**src/rtl/capture_ctrl.sv**
```systemverilog
// Acquisition/trigger controller: streams ADC samples into a circular buffer through RAM port A,
// keeps a pre-trigger history, detects a level/slope or forced trigger, fills the post-trigger part.
module capture_ctrl #(
    parameter int addr_width = 15,
    parameter int data_width = 12
) (
    input  logic                  clock,
    input  logic                  reset_n,
    input  logic                  sample_valid,
    input  logic [data_width-1:0] sample,
    input  logic [data_width-1:0] trig_level,
    input  logic                  trig_slope,
    input  logic [addr_width-1:0] pretrig,
    input  logic                  arm,
    input  logic                  force_trig,
    output logic                  wr_en,
    output logic [addr_width-1:0] wr_addr,
    output logic [data_width-1:0] wr_data,
    output logic [addr_width-1:0] trig_addr,
    output logic                  busy,
    output logic                  done
);

    typedef enum logic [2:0] {IDLE, PRE, WAIT, POST, DONE} state_t;

    localparam logic [addr_width-1:0] LAST = '1;
    localparam logic [addr_width-1:0] ONE  = addr_width'(1);

    state_t                state_q, state_d;
    logic [addr_width-1:0] ptr_q, ptr_d;
    logic [addr_width-1:0] pre_lat_q, pre_lat_d;
    logic [addr_width-1:0] cnt_q, cnt_d;
    logic [data_width-1:0] prev_q, prev_d;
    logic                  prev_valid_q, prev_valid_d;
    logic                  force_pending_q, force_pending_d;
    logic [addr_width-1:0] trig_addr_q, trig_addr_d;
    logic                  wr_en_q, wr_en_d;
    logic [addr_width-1:0] wr_addr_q, wr_addr_d;
    logic [data_width-1:0] wr_data_q, wr_data_d;

    logic active;
    logic level_hit;

    always_ff @(posedge clock or negedge reset_n) begin
        if (!reset_n) begin
            state_q         <= IDLE;
            ptr_q           <= '0;
            pre_lat_q       <= '0;
            cnt_q           <= '0;
            prev_q          <= '0;
            prev_valid_q    <= 1'b0;
            force_pending_q <= 1'b0;
            trig_addr_q     <= '0;
            wr_en_q         <= 1'b0;
            wr_addr_q       <= '0;
            wr_data_q       <= '0;
        end else begin
            state_q         <= state_d;
            ptr_q           <= ptr_d;
            pre_lat_q       <= pre_lat_d;
            cnt_q           <= cnt_d;
            prev_q          <= prev_d;
            prev_valid_q    <= prev_valid_d;
            force_pending_q <= force_pending_d;
            trig_addr_q     <= trig_addr_d;
            wr_en_q         <= wr_en_d;
            wr_addr_q       <= wr_addr_d;
            wr_data_q       <= wr_data_d;
        end
    end

    always_comb begin
        state_d         = state_q;
        ptr_d           = ptr_q;
        pre_lat_d       = pre_lat_q;
        cnt_d           = cnt_q;
        prev_d          = prev_q;
        prev_valid_d    = prev_valid_q;
        trig_addr_d     = trig_addr_q;
        wr_en_d         = 1'b0;
        wr_addr_d       = wr_addr_q;
        wr_data_d       = wr_data_q;

        active          = (state_q == PRE) || (state_q == WAIT) || (state_q == POST);
        force_pending_d = force_pending_q | (force_trig & active);

        // The first sample after arm has no predecessor, so it can never cross on level.
        if (trig_slope)
            level_hit = prev_valid_q && (prev_q > trig_level) && (sample <= trig_level);
        else
            level_hit = prev_valid_q && (prev_q < trig_level) && (sample >= trig_level);

        if (arm) begin
            pre_lat_d       = pretrig;
            ptr_d           = '0;
            cnt_d           = '0;
            prev_valid_d    = 1'b0;
            force_pending_d = 1'b0;
            state_d         = (pretrig == '0) ? WAIT : PRE;
        end else if (sample_valid && active) begin
            wr_en_d      = 1'b1;
            wr_addr_d    = ptr_q;
            wr_data_d    = sample;
            ptr_d        = ptr_q + ONE;
            prev_d       = sample;
            prev_valid_d = 1'b1;
            case (state_q)
                PRE: begin
                    cnt_d = cnt_q + ONE;
                    if (cnt_d == pre_lat_q)
                        state_d = WAIT;
                end
                WAIT: begin
                    if (force_pending_q || level_hit) begin
                        trig_addr_d     = ptr_q;
                        force_pending_d = 1'b0;
                        cnt_d           = LAST - pre_lat_q;
                        state_d         = (cnt_d == '0) ? DONE : POST;
                    end
                end
                POST: begin
                    cnt_d = cnt_q - ONE;
                    if (cnt_q == ONE)
                        state_d = DONE;
                end
                default: ;
            endcase
        end
    end

    assign wr_en     = wr_en_q;
    assign wr_addr   = wr_addr_q;
    assign wr_data   = wr_data_q;
    assign trig_addr = trig_addr_q;
    assign busy      = (state_q == PRE) || (state_q == WAIT) || (state_q == POST);
    assign done      = (state_q == DONE);

endmodule

```
**config.mk**
```make
export PLATFORM = sky130hd
export DESIGN_NAME = capture_ctrl
export DESIGN_NICKNAME = d
export VERILOG_FILES = /design/src/rtl/capture_ctrl.sv
export SDC_FILE = /design/constraint.sdc
export NUM_CORES = 1
export LEC_CHECK = 0
export BUFFER_PORTS_ARGS = -buffer_cell sky130_fd_sc_hd__buf_2
export CORE_MARGIN = 4
export CORE_UTILIZATION = 57
export DETAILED_ROUTE_END_ITERATION = 8
export PLACE_DENSITY = 0.8
export SYNTH_ARGS = -nofsm -noshare
export SYNTH_HDL_FRONTEND = slang
export SYNTH_SLANG_ARGS = --single-unit
```
**constraint.sdc**
```tcl
create_clock -name clock -period 3.8 [get_ports clock]
set_input_delay 0.57 -clock clock [delete_from_list [all_inputs] [get_ports clock]]
set_output_delay 0.57 -clock clock [all_outputs]
set_load 0.02 [all_outputs]
```
==> impl_metrics.json <==
{
  "rrSetupSlack_ns": 0.73,
  "synth-async-reset-ratio_pct": 100,
  "synth_edf_count": 0,
  "period_share_pct": 80.8,
  "clk_latency_ns": 0.37,
  "drive_gt1_share_pct": 28.0,
  "end_kind": "flop",
  "worstMarginPinSlew_ns": 0.766,
  "antenna_found_initial": 0,
  "cts.sinks": 93,
  "routed_wirelength_um": 14600,
  "cts_setup_buffers": 0,
  "core_area_sq_um": 9730,
  "initial_core_util_pct": 58.4,
  "netlist_area_sq_um": 5680,
  "post-dp-hpwl_um": 10700,
  "vias_per_cell": 6.15,
  "diodes": 0,
  "clkPwrFrac_pct": 19.2,
  "final_common_cell": "dfrtp_1",
  "sw_frac_of_total_pct": 43.3,
  "finish.utilization_pct": 66.3,
  "p_switching_mw": 1.69,
  "num_rows": 36,
  "endpoint": "trig_addr[1]",
  "wl_per_cell_um": 18.6,
  "cts_hold_buf": 0,
  "cts_tree": "built",
  "preCtsSetupSlack_ns": 0.448,
  "status": "completed",
  "power.density_nw_per_um2": 605,
  "hold_viol_final": 0,
  "finalSetupTns_ns": 0,
  "intPower_mw": 2.21,
  "syn_area_per_cell_sq_um": 9.91,
  "die_area_sq_um": 11600,
  "fp.dieH_um": 108,
  "worstReg2RegStart": "prev_q[10]",
  "num-nets-final": 720,
  "grt_pass1_wl_um": 24200,
  "worstSetupStartpointType": "flop",
  "setup-violations-final": 0,
  "cts_root_buf": "clkbuf_8",
  "num_io_pins": 90,
  "cts_resized": 0,
  "timing.max_cap.violations": 0,
  "fmax_ghz": 0.326,
  "worstReg2RegEnd": "trig_addr[1]",
  "ant_nets": 0,
  "worst_clock_skew_ns": 0.0169,
  "comb_power_share_pct": 44.2,
  "reg2reg_depth": 10,
  "fin_ws_ns": 0.731,
  "area_growth_pct": 13.5,
  "crit_fanout": 15,
  "synthTopCellsByArea": "dfrtp_1 41%, mux2_2 8.9%, ha_1 6.2%",
  "vias": 4822,
  "yosysTopAreaCell": "dfrtp_1",
  "min_period_ns": 3.07,
  "synthFlopType": "dfrtp_1",
  "maxSlewViolCount": 0,
  "cts_buffers": 9,
  "required_ns": 4.05,
  "critPathKind": "reg2reg",
  "yosys_warnings": 0,
  "holdWs_ns": 0.174,
  "die_width_um": 108,
  "startpoint": "prev_q[10]",
  "finalPower_mw": 3.90,
  "grt_max_degree": 40,
  "synth_top_cell_area_share_pct": 41.0,
  "portBuffers": 89,
  "drc": 0,
  "maxSlewHeadroom_pct": 48.7,
  "cts_buffer_depth": 2,
  "drtIter0Drc": 423,
  "worstHoldPathType": "in2async",
  "gp_congestion": 0.975,
  "final_cell_mix": "93 x dfrtp_1, 88 x buf_2, 45 x mux2_2, 41 x nor2_1, 31 x nand2_1",
  "seq_area_frac_synth_pct": 41.0,
  "clkTransAtPathRegs_ns": 0.10,
  "grt_usage_pct": 26.2,
  "irDropWorstVdd_mv": 0.407,
  "synth_cells": 573,
  "gr-total-overflow": 0,
  "worstPathArrival_ns": 3.32,
  "grt_pass1_vias": 4817,
  "syn_nets": 646,
  "synth-seq-cells": 93,
  "firstDrtPassIters": 7,
  "power_leakage_nw": 3.01,
  "htreeDepth": 3,
  "ys_types": 65,
  "rsz0062_at_grt": "false",
  "p_seq_share_pct": 36.6
}
-- layout make-up --
type,instances,area [sq um]
fill,786,3280
timing repair buffer,99,523
clock inverter,6,96.3
inverter,24,90.1
tap,133,166
clock buffer,9,124
multi-input combinational,420,3120
sequential,93,2330
-- sequential cells by signal (all words and copies together), names as in the netlist --
register,count
cnt_q,15
force_pending_q,1
pre_lat_q,15
prev_q,12
prev_valid_q,1
ptr_q,15
state_q,3
trig_addr,15
wr_addr,15
wr_en,1
-- stage by stage --
step,cells,cell area [sq um]
3_3_place_gp,769,6230
5_1_grt,784,6450
3_5_place_dp,769,6230
4_1_cts,784,6450
6_report,784,6450
2_1_floorplan,573,5680
-- per-layer routing --
layer | routed length [um] | GRT usage (%) | vias to the layer above
met5 | 0 | 0 | -
met4 | 390 | 8.75 | 0
met3 | 988 | 5.46 | 35
met2 | 6920 | 42.5 | 205
met1 | 6260 | 35.1 | 2338
li1 | - | - | 2244
-- logic make-up after synthesis --
kind of cell / synth area share (%)
fa+ha+maj: 6.17
xor+xnor: 6.48
mux: 11.9
simple gates: 16.1
flops: 41.0
buf+inv: 4.12
compound gates: 14.2
-- critical path, stage by stage, from the launching register on --
cell and delay (ns):
dfrtp_1 0.41, ha_1 0.31, nand3_1 0.09, or3_1 0.42, o21ai_2 0.22, nor2_1 0.08
xnor2_1 0.19, a21o_4 0.27, nor4b_4 0.25, buf_4 0.31, mux2_2 0.38
-- cells in the mapped netlist (3+ instances only) --
| library cell | instances |
|---|---|
| a211oi_1 | 5 |
| a21o_1 | 5 |
| a21oi_1 | 25 |
| a22oi_1 | 3 |
| a31oi_1 | 5 |
| and3_1 | 7 |
| buf_1 | 4 |
| clkbuf_1 | 30 |
| dfrtp_1 | 93 |
| ha_1 | 28 |
| inv_1 | 24 |
| mux2_2 | 45 |
| mux2_4 | 10 |
| nand2_1 | 31 |
| nand3_1 | 27 |
| nand4_1 | 17 |
| nor2_1 | 42 |
| nor2b_1 | 7 |
| nor3_1 | 15 |
| nor4_1 | 12 |
| o211ai_1 | 10 |
| o21ai_0 | 25 |
| o22ai_1 | 3 |
| o311ai_0 | 5 |
| o31ai_1 | 5 |
| xnor2_1 | 26 |
| xor2_1 | 16 |
-- worst min-delay path by stage --
stage,start,slack [ns],endpoint
finish,reset_n,0.17,cnt_q[10]
global route,reset_n,0.20,prev_q[6]
CTS,reset_n,0.19,prev_q[10]
detailed placement,wr_addr[1],0.49,wr_addr[1]
global placement,wr_addr[11],0.48,wr_addr[11]
floorplan,reset_n,0.27,cnt_q[0]
-- power by group through the flow --
| stage | Clock, mW | Combinational, mW | Sequential [mW] |
|---|---|---|---|
| after floorplan | 0 | 1.24 | 1.40 |
| after global placement | 0 | 1.65 | 1.43 |
| after detailed placement | 0 | 1.70 | 1.44 |
| after CTS | 0.759 | 1.71 | 1.42 |
| after global routing | 0.809 | 1.91 | 1.45 |
| final | 0.751 | 1.73 | 1.43 |
No activity file was read; power rests on OpenSTA's default activity.
